**config.mk**
```make
export PLATFORM = sky130hd
export DESIGN_NAME = ysyx_23060208_ifu_fetch
export DESIGN_NICKNAME = d
export VERILOG_FILES = /design/src/rtl/ysyx_23060208_ifu_fetch_pkg.sv /design/src/rtl/ysyx_23060208_ifu_fetch.sv
export SDC_FILE = /design/constraint.sdc
export NUM_CORES = 1
export LEC_CHECK = 0
export BUFFER_PORTS_ARGS = -buffer_cell sky130_fd_sc_hd__buf_2
export CAP_MARGIN = 20
export CORE_MARGIN = 5
export CORE_UTILIZATION = 50
export DETAILED_ROUTE_END_ITERATION = 6
export PLACE_DENSITY_LB_ADDON = 0.15
export SKIP_LAST_GASP = 1
export SYNTH_ARGS = -nofsm -noshare
export SYNTH_HDL_FRONTEND = slang
export SYNTH_SLANG_ARGS = --single-unit
```
**constraint.sdc**
```tcl
create_clock -name clock -period 2.3 [get_ports clock]
set_input_delay 0.23 -clock clock [delete_from_list [all_inputs] [get_ports clock]]
set_output_delay 0.23 -clock clock [all_outputs]
set_load 0.02 [all_outputs]
```
**src/rtl/ysyx_23060208_ifu_fetch_pkg.sv**
```systemverilog
// rtl/ysyx_23060208_ifu_fetch_pkg.sv - shared constants, state encoding and PC helper for the fetch stage
package ysyx_23060208_ifu_fetch_pkg;

    localparam int          IFU_TO_IDU_BUS_W = 64;
    localparam int          EXU_TO_IFU_BUS_W = 33;
    localparam logic [31:0] RESET_PC_DEF     = 32'h8000_0000;
    localparam logic [31:0] EBREAK_INST      = 32'h0010_0073;

    localparam logic [7:0]  AXI_LEN_SINGLE   = 8'h00;
    localparam logic [2:0]  AXI_SIZE_4B      = 3'b010;
    localparam logic [1:0]  AXI_BURST_INCR   = 2'b01;
    localparam logic [1:0]  AXI_RESP_DECERR  = 2'b11;

    typedef enum logic [2:0] {
        ST_IDLE = 3'd0,
        ST_AR   = 3'd1,
        ST_R    = 3'd2,
        ST_HOLD = 3'd3,
        ST_WAIT = 3'd4
    } ifu_state_e;

    // Redirect bus is {taken, target}; a not-taken retirement falls through (wraps mod 2^32).
    function automatic logic [31:0] next_pc(input logic [32:0] redir, input logic [31:0] pc);
        return redir[32] ? redir[31:0] : pc + 32'd4;
    endfunction

endpackage

```
**src/rtl/ysyx_23060208_ifu_fetch.sv**
```systemverilog
// rtl/ysyx_23060208_ifu_fetch.sv - single-issue instruction fetch stage with AXI4 read master
module ysyx_23060208_ifu_fetch
    import ysyx_23060208_ifu_fetch_pkg::*;
#(
    parameter int                    DATA_WIDTH = 32,
    parameter logic [DATA_WIDTH-1:0] RESET_PC   = RESET_PC_DEF,
    parameter logic [3:0]            AXI_ID     = 4'h1
) (
    input  logic                      clock,
    input  logic                      reset,
    input  logic [DATA_WIDTH:0]       exu_to_ifu_bus,
    input  logic                      exu_to_ifu_valid,
    output logic                      isram_arvalid,
    input  logic                      isram_arready,
    output logic [DATA_WIDTH-1:0]     isram_araddr,
    output logic [3:0]                isram_arid,
    output logic [7:0]                isram_arlen,
    output logic [2:0]                isram_arsize,
    output logic [1:0]                isram_arburst,
    input  logic                      isram_rvalid,
    output logic                      isram_rready,
    input  logic [2*DATA_WIDTH-1:0]   isram_rdata,
    input  logic [1:0]                isram_rresp,
    input  logic                      isram_rlast,
    input  logic [3:0]                isram_rid,
    output logic [2*DATA_WIDTH-1:0]   ifu_to_idu_bus,
    output logic                      ifu_to_idu_valid,
    input  logic                      idu_allowin,
    output logic                      ifu_done,
    output logic                      ifu_access_fault
);

    ifu_state_e state_q, state_d;

    logic [DATA_WIDTH-1:0] pc_q,    pc_d;
    logic [DATA_WIDTH-1:0] inst_q,  inst_d;
    logic                  pend_q,  pend_d;
    logic [DATA_WIDTH:0]   redir_q, redir_d;
    logic                  done_q,  done_d;
    logic                  fault_q, fault_d;

    logic misaligned;
    logic ar_fire;
    logic r_fire;
    logic exu_in_flight;
    logic wait_go;

    // The slave is trusted to send single-beat bursts, so rlast carries no information here.
    logic unused_rlast;
    assign unused_rlast = isram_rlast;

    assign misaligned    = (pc_q[1:0] != 2'b00);
    assign ar_fire       = (state_q == ST_AR) && !misaligned && isram_arready;
    assign r_fire        = (state_q == ST_R) && isram_rvalid && (isram_rid == AXI_ID);
    assign exu_in_flight = exu_to_ifu_valid &&
                           ((state_q == ST_AR) || (state_q == ST_R) || (state_q == ST_HOLD));
    assign wait_go       = (state_q == ST_WAIT) && (pend_q || exu_to_ifu_valid);

    // State register; reset abandons any outstanding transaction.
    always_ff @(posedge clock or negedge reset) begin
        if (!reset) begin
            state_q <= ST_IDLE;
        end else begin
            state_q <= state_d;
        end
    end

    // Next-state decode for the fetch loop IDLE/AR -> R -> HOLD -> WAIT -> AR.
    always_comb begin
        state_d = state_q;
        unique case (state_q)
            ST_IDLE: state_d = ST_AR;
            ST_AR: begin
                if (misaligned) begin
                    state_d = ST_HOLD;
                end else if (ar_fire) begin
                    state_d = ST_R;
                end
            end
            ST_R:    if (r_fire)      state_d = ST_HOLD;
            ST_HOLD: if (idu_allowin) state_d = ST_WAIT;
            ST_WAIT: if (wait_go)     state_d = ST_AR;
            default: state_d = ST_IDLE;
        endcase
    end

    // Datapath next-state: instruction latch, redirect buffer, PC update and event pulses.
    always_comb begin
        pc_d    = pc_q;
        inst_d  = inst_q;
        pend_d  = pend_q;
        redir_d = redir_q;
        done_d  = 1'b0;
        fault_d = 1'b0;
        if ((state_q == ST_AR) && misaligned) begin
            inst_d  = EBREAK_INST;
            fault_d = 1'b1;
        end
        if (r_fire) begin
            inst_d  = pc_q[2] ? isram_rdata[2*DATA_WIDTH-1:DATA_WIDTH] : isram_rdata[DATA_WIDTH-1:0];
            done_d  = 1'b1;
            fault_d = (isram_rresp == AXI_RESP_DECERR);
        end
        if (exu_in_flight) begin
            pend_d  = 1'b1;
            redir_d = exu_to_ifu_bus;
        end
        if (wait_go) begin
            pc_d   = next_pc(pend_q ? redir_q : exu_to_ifu_bus, pc_q);
            pend_d = 1'b0;
        end
    end

    // Datapath registers.
    always_ff @(posedge clock or negedge reset) begin
        if (!reset) begin
            pc_q    <= RESET_PC;
            inst_q  <= '0;
            pend_q  <= 1'b0;
            redir_q <= '0;
            done_q  <= 1'b0;
            fault_q <= 1'b0;
        end else begin
            pc_q    <= pc_d;
            inst_q  <= inst_d;
            pend_q  <= pend_d;
            redir_q <= redir_d;
            done_q  <= done_d;
            fault_q <= fault_d;
        end
    end

    // Handshake outputs decoded from the state register only, so reset clears them at once.
    always_comb begin
        isram_arvalid    = (state_q == ST_AR) && !misaligned;
        isram_araddr     = (state_q == ST_AR) ? pc_q : '0;
        isram_rready     = (state_q == ST_R);
        ifu_to_idu_valid = (state_q == ST_HOLD);
        ifu_to_idu_bus   = (state_q == ST_HOLD) ? {pc_q, inst_q} : '0;
        ifu_done         = done_q;
        ifu_access_fault = fault_q;
    end

    assign isram_arid    = AXI_ID;
    assign isram_arlen   = AXI_LEN_SINGLE;
    assign isram_arsize  = AXI_SIZE_4B;
    assign isram_arburst = AXI_BURST_INCR;

    // A second retirement before the buffered one is consumed would be lost.
    property p_single_redirect;
        @(posedge clock) disable iff (!reset) !(pend_q && exu_to_ifu_valid);
    endproperty
    assert property (p_single_redirect);

endmodule

```
# Word-level counts from Yosys, hierarchy flattened
# Cells that the tools add are included.
dict set report classes {
  add_sub_neg 1
  n_eq_ne 10
  mux 18
  reduce_logical 16
}
# op n
set ops {}
lappend ops {{two-way mux 32 bit} 5}
lappend ops {{two-way mux 64 bit} 1}
lappend ops {{two-way mux 33 bit} 1}
lappend ops {{adder 32 x 3 -> 32 bit (second input constant)} 1}
lappend ops {{two-way mux 3 bit} 5}
lappend ops {{case mux 3 bit (5 select lines)} 1}
lappend ops {{logical AND 1 bit} 7}
lappend ops {{== test 3 x 2 -> 1 bit (second input constant)} 2}
lappend ops {{nonzero test 2 bit} 3}
lappend ops {{two-way mux 1 bit} 5}
lappend ops {{== test 4 x 1 -> 1 bit (second input constant)} 1}
lappend ops {{inequality test 2 x 1 -> 1 bit (second input constant)} 2}
lappend ops {{AND reduction 4 bit} 1}
lappend ops {{== test 3 x 1 -> 1 bit (second input constant)} 1}
lappend ops {{== test 3 bit (second input constant)} 1}
lappend ops {{zero test 3 bit} 1}
lappend ops {{logical OR 1 bit} 3}
lappend ops {{inequality test 3 bit (second input constant)} 1}
lappend ops {{== test 2 bit (second input constant)} 1}
lappend ops {{inequality test 2 bit (second input constant)} 1}
lappend ops {{zero test 1 bit} 1}
dict set report totals {
  ff_bits 103
  inputBits 110
  out_inout_bits 118
  elab_cells 52
}

# Depth between registers and ports, before layout
# Gate-level depths: netlist of run 1.
dict set report depth {
  depth_word 7
  depth_mapped 8
  depth_no_buf 6
}

# Worst setup path before layout of run 1
# Ideal clock, no wire load.
dict set report synth_path {
  path_type {reg2reg}
  startpoint {register state_q[0]}
  endpoint {register inst_q[22]}
  setup_ns 0.133
  arrival_time_ns 1.943
  required_time_ns 2.167
  setup_slack_ns 0.224
  stages_incl_launch_ff 9
  n_path_buf 3
  synth_period_minus_slack_ns 2.076
  cell_sequence {dfrtp_1 > buf_2 > nor3b_1 > nand4_1 > o21a_1 > buf_2 > clkbuf_1 > nand2_1 > o21ai_0}
}
dict set report synth_between {
  elab_chain_len 4
  word_cells_on_any_way 7
  cone_classes {2 x eq/ne; 1 x mux; 4 x reduce/logical}
}
# item line
set synth_lines {}
lappend synth_lines {{start, declared} ysyx_23060208_ifu_fetch.sv:33} ;# ifu_state_e state_q, state_d;
lappend synth_lines {{start signal, assigned} ysyx_23060208_ifu_fetch.sv:64} ;# state_q <= state_d;
lappend synth_lines {{== test 3 x 2 -> 1 bit *} -}
lappend synth_lines {{via isram_rready} ysyx_23060208_ifu_fetch.sv:21} ;# output logic isram_rready,
lappend synth_lines {{logical AND 1 bit * (2 in series)} ysyx_23060208_ifu_fetch.sv:54} ;# assign r_fire = (state_q == ST_R) && isram_rvalid && (isram_rid == AXI_ID);
lappend synth_lines {{two-way mux 32 bit or nonzero test 2 bit (tied branches)} -}
lappend synth_lines {{end signal, assigned} ysyx_23060208_ifu_fetch.sv:125} ;# inst_q <= inst_d;
lappend synth_lines {{end, declared} ysyx_23060208_ifu_fetch.sv:36} ;# logic [DATA_WIDTH-1:0] inst_q, inst_d;
# The timed path passes the listed nets; every way through them passes the cells marked *.
# A chain may end at the register's enable or synchronous reset.

# Worst setup path after layout of run 1
dict set report layout_path {
  startpoint {register state_q[2]}
  endpoint {output ifu_to_idu_bus[9]}
}
dict set report layout_between {
  elab_chain_len 2
}
# item line
set layout_lines {}
lappend layout_lines {{== test 3 x 2 -> 1 bit} ysyx_23060208_ifu_fetch.sv:139} ;# ifu_to_idu_bus = (state_q == ST_HOLD) ? {pc_q, inst_q} : '0;
lappend layout_lines {{two-way mux 64 bit} ysyx_23060208_ifu_fetch.sv:139}
lappend layout_lines {{end, declared} ysyx_23060208_ifu_fetch.sv:26} ;# output logic [2*DATA_WIDTH-1:0] ifu_to_idu_bus,
# Every way passes these cells.

==> results.cfg, run 1 <==
[outcome]
status = completed

[cts]
cts_tree = done
clock_latency_ns = 0.34
cts_buffer_depth = 2
cts_made_buffers = 9
htreeDepth = 3
cts-root-buf = clkbuf_16
post-cts-setup-buffers = 0
clkSinkCount = 103
cts.clk_slew.worst_paths_ns = 0.07

[placement]
gp_congestion = 0.922
place_ws_ns = 0.245
hpwl_um = 12500
port_buffers = 209

[sta]
maxSlewViolCount = 0
setup_ws_ns = 0.133
skew_ns = 0.00989
tightest_slew_ns = 0.942
grt_setup_unrepaired = no
min_period_ns = 2.17
hold_violations = 0
setup_viol = 0
period_share_pct = 94.2
relSlewSlack_pct = 37.2
fmax_ghz = 0.461
finalSetupTns_ns = 0
holdWs_ns = 0.104

[grt]
overflow = 0
grt_pass1_vias = 5433
grt_antenna_before_repair = 0
grt_pass1_wl_um = 27100
grt_usage_pct = 22.8
grt_max_degree = 104

[critical_path]
end_kind = primary output
required_ns = 2.07
crit_arrival_ns = 1.94
cp_slowest_cell = dfrtp_2
crit_chain = inv_2 > nand3_1 > inv_1 > buf_12 > and2_1 > buf_2
crit_fanout = 46
start_kind = flop
critPathMaxStageDelay_ns = 0.49
worstSetupPathType = reg -> out

[hold_path]
holdCritPathClass = in -> reg

[cells_and_area]
n_antenna_cell = 0
drive_gt1_share_pct = 35.4
area_growth_pct = 24.3
final_util_pct = 63.7
nets = 962
fillers = 1044

[route]
firstDrtPassIters = 5
vias = 5471
antenna_left = 0
drc = 0
wl_um = 16700
wire_per_inst_um = 16.7
drt-initial-drc-count = 272
via_per_inst = 5.45

[synth]
seq_area_frac_synth_pct = 41.9
synthTopCellsByArea = dfrtp_1, and2_1, mux2i_1, mux2_2, o21ai_0
yosysTopAreaCell = dfrtp_1
ys_types = 52
synth_ff_type = dfrtp_1
syn_avg_cell_area_um2 = 9.36
netlist.area_leader.share_pct = 41.5
synth_edf_count = 0
async_flop_share_pct = 100
ys_ff_latch = 103
yosysWarningCount = 0
netlist_area_um2 = 6150
syn_inst = 657

[pwr]
ir_drop_mv = 0.452
p_per_area_nw_per_um2 = 1110
power.leakage_nw = 3.83

[floorplan]
fp.dieH_um = 121
core.rowCount = 40
dieArea_um2 = 14600
core_area_um2 = 12000
ios = 228
chipWidth_um = 121
initial_utilization_pct = 51.2

[job]
drv_cap = 0
worst paths after layout:
check                      slack, ns  cells after the start                end   startpoint
hold reg to reg                 0.47                      2         inst_q[30]   inst_q[30]
setup reg to reg                0.23                      6           pc_q[20]      pc_q[3]
hold / removal                  0.10                      3         state_q[2]  idu_allowin
setup / recovery                0.13                      6  ifu_to_idu_bus[9]   state_q[2]
max in group asynchronous       1.36                      3            pc_q[2]        reset
min in group asynchronous       0.49                      3        redir_q[28]        reset
report_power, final:
group,switching [W],leakage (nW),internal (W)
logic,0.00225,2.41,0.00168
registers,0.000561,1.27,0.00248
clock network,0.000670,0.146,0.000875
total,0.00348,3.83,0.00504
cell usage in the layout, fill, tap and decap left out, drive strengths merged, types with 13 or more instances in the layout:
cell,Yosys,routed
conb,2,17
mux2i,52,52
o21ai,45,45
a21oi,34,34
nor2,40,40
mux2,39,39
and2,89,89
nand2,56,56
a211oi,13,13
buf,44,233
nand3,17,17
dfrtp,102,102
cell type report:
cell class	count	area [um^2]	area share, %
multi-input cells	494	3280	42.9
flip-flops and latches	103	2580	33.8
clock inverters	5	56.3	0.736
clock buffers	11	243	3.17
repair buffers	234	1260	16.5
well taps	147	184	2.41
inverters	9	33.8	0.442
stage by stage:
| stage | power, W | instances | cell area, um^2 |
|---|---|---|---|
| 2_1_floorplan | 0.00580 | 672 | 6210 |
| 4_1_cts | 0.00859 | 1003 | 7640 |
| 5_1_grt | 0.00915 | 1003 | 7650 |
| 3_3_place_gp | 0.00689 | 986 | 7340 |
| 6_report | 0.00852 | 1003 | 7650 |
| 3_5_place_dp | 0.00702 | 986 | 7340 |
what timing repair did:
item / in CTS / in global routing
hold buffers: 1 / 0
endpoints found under the setup margin: 1 / 41
resized for setup: 1 / 1
endpoints found under the hold margin: 74 / 0
worst max-delay path: cells and delay by family, from the launching register on:
family	cells	cell delay, ns
AND/OR/NAND/NOR	2	0.38
flip-flops	1	0.49
buffers and inverters	4	0.70
cell families (layout without fill, tap and decap cells):
family / count (synthesis) / in the layout / share of synthesized area [%]
and+or+nand+nor: 246 / 246 / 21.8
other: 2 / 17 / 0.122
AOI/OAI and AO/OA: 139 / 139 / 14.2
buffers and inverters: 75 / 259 / 6.12
DFF: 103 / 103 / 41.9
muxes: 91 / 91 / 15.6
adders and majority gates: 1 / 1 / 0.203
flip-flops by register name (all words and copies together), names as in the netlist:
| signal | cells |
|---|---|
| ifu_access_fault | 1 |
| pc_q | 32 |
| pend_q | 1 |
| state_q | 3 |
| redir_q | 33 |
| inst_q | 32 |
| ifu_done | 1 |
synthesized netlist by cell type (3+ instances only):
master	number
a311oi_1	7
nor2b_1	9
buf_2	22
dfrtp_1	102
nand4_1	6
a2bb2oi_1	3
a211oi_1	13
o31ai_1	3
a31oi_1	6
o22a_1	6
o22ai_1	6
inv_1	9
and3_1	6
buf_1	4
buf_4	18
and2_1	89
nor3_1	8
nand3_1	17
nor4_1	3
mux2_2	39
clkbuf_1	22
nand2_1	56
a21oi_1	34
mux2i_1	52
nor2_1	40
o21ai_0	45
layer usage:
metal,wire length (um),vias to the layer above,track usage (%)
met1,6790,2610,28.5
met5,0,-,0
met4,172,0,6.52
li1,-,2675,-
met2,8410,174,39.2
met3,1340,12,5.64
No activity file was read; power rests on OpenSTA's default activity.
==> inputs of run 2 (changes only) <==
Settings changed: CTS_BUF_LIST set to sky130_fd_sc_hd__clkbuf_4.
==> results.cfg, run 2 (same netlist as run 1, synthesis figures left out) <==
[floorplan]
fp.dieH_um = 121
ios = 228
dieArea_um2 = 14600
core.rowCount = 40
initial_utilization_pct = 51.2
core_area_um2 = 12000
chipWidth_um = 121

[route]
via_per_inst = 5.46
drt-initial-drc-count = 307
wl_um = 17000
drc = 0
wire_per_inst_um = 16.5
firstDrtPassIters = 4
antenna_left = 0
vias = 5628

[cts]
htreeDepth = 3
cts_tree = done
cts_buffer_depth = 2
clkSinkCount = 103
clock_latency_ns = 0.45
cts_made_buffers = 9
cts-root-buf = clkbuf_4
cts.clk_slew.worst_paths_ns = 0.16

[grt]
grt_max_degree = 104
grt_pass1_vias = 5567
overflow = 0
grt_antenna_before_repair = 1
grt_usage_pct = 23.1
grt_pass1_wl_um = 27400

[cells_and_area]
top_regs = redir_q: 33 flops, inst_q: 32 flops, pc_q: 32 flops
largest_reg_flops = 33
area_growth_pct = 26.2
final_cell_mix = buf_2, dfrtp_1, and2_1
fillers = 1033
top_register = redir_q
final_common_cell = buf_2
multi_input_area_um2 = 3290
nets = 989
area.sequential_um2 = 2580
drive_gt1_share_pct = 34.5

[critical_path]
crit_arrival_ns = 2.48
rr_worst_depth = 7
end_kind = flop
required_ns = 2.62
ff2ff_setup_slack_ns = 0.14
r2r_start = state_q[2]
crit_fanout = 29
start_kind = flop
worstSetupPathType = reg -> reg
timing.rr.end = ifu_access_fault

[sta]
hold_violations = 0
grt_setup_unrepaired = no
period_share_pct = 93.8
setup_viol = 0
skew_ns = 0.0158
tightest_slew_ns = 0.947
holdWs_ns = 0.0259
min_period_ns = 2.16
finalSetupTns_ns = 0
fmax_ghz = 0.464
relSlewSlack_pct = 36.9
maxSlewViolCount = 0

[placement]
port_buffers = 209
hpwl_um = 12500
gp_congestion = 0.922

[pwr]
p_per_area_nw_per_um2 = 1030
power.leakage_nw = 3.88
ir_drop_mv = 0.413

[hold_path]
whs_endpoint = redir_q[17]
hp-start = exu_to_ifu_bus[17]
whs_path_depth = 2
holdCritPathClass = in -> reg

[job]
drv_cap = 0

[outcome]
status = completed
-- run 2: per-layer routing --
layer	GRT usage (%)	share of wire, %
met1	28.8	40
met2	40.4	51
met3	5.17	8.1
met4	5.95	0.94
met5	0	0
-- run 2: stage by stage --
step,cells,power (W),setup WS (ns),instance area [um^2],utilization (%)
detailed placement,986,0.00702,0.245,7340,61.1
global placement,986,0.00689,0.267,7340,61.1
floorplan,672,0.00580,0.224,6210,-
global route,1031,0.00857,0.0340,7760,64.6
finish,1031,0.00796,0.143,7760,64.6
CTS,1027,0.00801,0.0648,7720,64.3
-- run 2: worst max-delay path by stage --
stage / endpoint / depth (start not counted) / from / slack (ns)
2_1_floorplan: inst_q[22] / 8 / state_q[0] / 0.22
3_3_place_gp: pc_q[20] / 6 / pc_q[3] / 0.27
3_5_place_dp: pc_q[20] / 6 / pc_q[3] / 0.25
4_1_cts: ifu_to_idu_bus[6] / 6 / state_q[2] / 0.06
5_1_grt: ifu_access_fault / 7 / state_q[2] / 0.03
6_report: ifu_access_fault / 7 / state_q[2] / 0.14
-- run 2: worst max-delay path, stage by stage, from the launching register on --
cell and delay, ns:
dfrtp_2 0.45, buf_4 0.17, nor3b_1 0.25, nand4_1 0.18, buf_6 0.21, a21oi_1 0.14
dlygate4sd3_1 0.57, nor2_1 0.04
-- run 2: final cells by class --
class                           count  area share [%]
Clock buffer                       10           0.967
Inverter                            9           0.435
Antenna cell                        1          0.0322
Timing Repair Buffer              261            19.8
Sequential cell                   103            33.3
Multi-Input combinational cell    494            42.4
Tap cell                          147            2.37
Clock inverter                      6           0.774
-- run 2: where the power goes --
part	total (W)	leakage [nW]	internal (W)	switching, W
clock network	0.000948	0.0742	0.000342	0.000606
registers	0.00302	1.27	0.00247	0.000548
logic	0.00399	2.53	0.00172	0.00227
-- run 2: repair_timing --
action / CTS / global route
cloned: 0 / 0
setup buffers: 1 / 0
gates resized for setup: 2 / 2
setup endpoints to repair: 61 / 55
endpoints found under the hold margin: 124 / 3
hold buffers: 24 / 3
==> inputs of run 3 (changes only) <==
Settings changed: SKIP_LAST_GASP 1 to unset.
Clock period 2.3 ns to 2.25 ns, I/O delays scaled along.
==> results.cfg, run 3 (same netlist as run 1, synthesis figures left out) <==
[outcome]
status = completed

[sta]
min_period_ns = 2.17
relSlewSlack_pct = 35.7
maxSlewViolCount = 0
finalSetupTns_ns = 0
period_share_pct = 96.5
grt_setup_unrepaired = no
fmax_ghz = 0.461
hold_violations = 0
tightest_slew_ns = 0.965
setup_viol = 0
skew_ns = 0.0165

[cells_and_area]
nets = 994
fin_area_um2 = 7840
drive_gt1_share_pct = 34.7
top_regs = redir_q: 33 flops, inst_q: 32 flops, pc_q: 32 flops
area_growth_pct = 27.5
fillers = 1025
final_common_cell = buf_2
multi_input_area_um2 = 3290
largest_reg_flops = 33
n_antenna_cell = 0
area.sequential_um2 = 2580
final_cell_mix = buf_2, dfrtp_1, and2_1
top_register = redir_q

[critical_path]
cp_slowest_cell = dlygate4sd3_1
crit_chain = buf_4 > nor3b_1 > nand4_1 > buf_4 > a21oi_1 > dlygate4sd3_1 > nor2_1
crit_fanout = 29
rr_worst_depth = 7
critPathMostFrequentCell = buf_4
ff2ff_setup_slack_ns = 0.08
crit_buf_inv = 3
timing.rr.end = ifu_access_fault
crit_arrival_ns = 2.48
r2r_start = state_q[2]
start_kind = flop
end_kind = flop
worstSetupPathType = reg -> reg
critPathTopFamily = buffers and inverters
required_ns = 2.56
critPathMaxStageDelay_ns = 0.55

[grt]
overflow = 0
grt_pass1_wl_um = 28300
grt_pass1_vias = 5643
grt_antenna_before_repair = 0
grt_max_degree = 54
grt_usage_pct = 23.8

[hold_path]
whs_endpoint = redir_q[18]
whs_path_depth = 2
hp-start = exu_to_ifu_bus[18]
holdCritPathClass = in -> reg

[placement]
port_buffers = 209
hpwl_um = 12800
placed_area_um2 = 7340
gp_congestion = 0.894

[route]
firstDrtPassIters = 5
wire_per_inst_um = 16.8
vias = 5635
drt-initial-drc-count = 288
via_per_inst = 5.44
wl_um = 17400
drc = 0
antenna_left = 0

[pwr]
p_per_area_nw_per_um2 = 1050
power.leakage_nw = 3.90
ir_drop_mv = 0.407

[floorplan]
ios = 228
dieArea_um2 = 14600
fp.dieH_um = 121
initial_utilization_pct = 51.2
core_area_um2 = 12000
chipWidth_um = 121
core.rowCount = 40

[cts]
cts_tree = done
cts.clk_slew.worst_paths_ns = 0.16
clock_latency_ns = 0.45
cts-root-buf = clkbuf_4
cts_made_buffers = 9
cts_buffer_depth = 2
clkSinkCount = 103
htreeDepth = 3

[job]
drv_cap = 0
==> run 3: layer usage <==
metal	GRT usage (%)	wire length [um]	up-vias
li1	-	-	2733
met1	29.6	6970	2702
met2	41.9	8920	189
met3	6.06	1370	11
met4	5.03	116	0
met5	0	0	-
==> run 3: timing repair <==
item                                    in CTS  in global routing
gates resized for setup                      2                  6
pin swaps                                    0                  0
endpoints found under the hold margin       55                  1
hold buffers                                31                  1
buffers inserted                             1                  0
endpoints found under the setup margin      61                 61
gates cloned                                 0                  1
==> run 3: power by group <==
group | internal (W) | leakage (nW) | switching (W)
Combinational | 0.00180 | 2.56 | 0.00232
Sequential | 0.00253 | 1.27 | 0.000607
Clock | 0.000357 | 0.0719 | 0.000611
==> run 3: worst reg2reg max path: cells and delay by family (launching register included) <==
kind	cells	cell delay, ns
buffers and inverters	3	0.97
AND/OR/NAND/NOR	3	0.46
flip-flops	1	0.45
AO/OA/AOI/OAI	1	0.15
==> run 3: how the worst max path moves through the flow <==
| stage | end | startpoint | cells past startpoint | slack [ns] |
|---|---|---|---|---|
| final | ifu_access_fault | state_q[2] | 7 | 0.08 |
| after global routing | ifu_access_fault | state_q[2] | 7 | 0.02 |
| after CTS | ifu_to_idu_bus[9] | state_q[0] | 5 | 0.01 |
| after detailed placement | pc_q[20] | pc_q[3] | 6 | 0.18 |
| after global placement | pc_q[20] | pc_q[3] | 6 | 0.22 |
| after floorplan | inst_q[22] | state_q[0] | 8 | 0.17 |
==> run 3: metrics by stage <==
| stage | power (W) | hold slack (ns) | utilization [%] | worst slack, ns | cells |
|---|---|---|---|---|---|
| floorplan | 0.00593 | -0.0706 | - | 0.174 | 672 |
| global placement | 0.00704 | 0.174 | 61.1 | 0.221 | 985 |
| detailed placement | 0.00719 | 0.177 | 61.1 | 0.182 | 985 |
| CTS | 0.00821 | 0.00120 | 64.9 | 0.0149 | 1033 |
| global route | 0.00883 | 0.000643 | 65.3 | 0.0159 | 1035 |
| finish | 0.00822 | 0.0293 | 65.3 | 0.0789 | 1035 |
==> run 3: cell type report <==
type / instances / area share (%)
multi-input cells: 494 / 42.0
flip-flops and latches: 103 / 33.0
repair buffers: 266 / 20.6
well taps: 147 / 2.35
clock buffers: 11 / 1.05
clock inverters: 5 / 0.638
inverters: 9 / 0.463
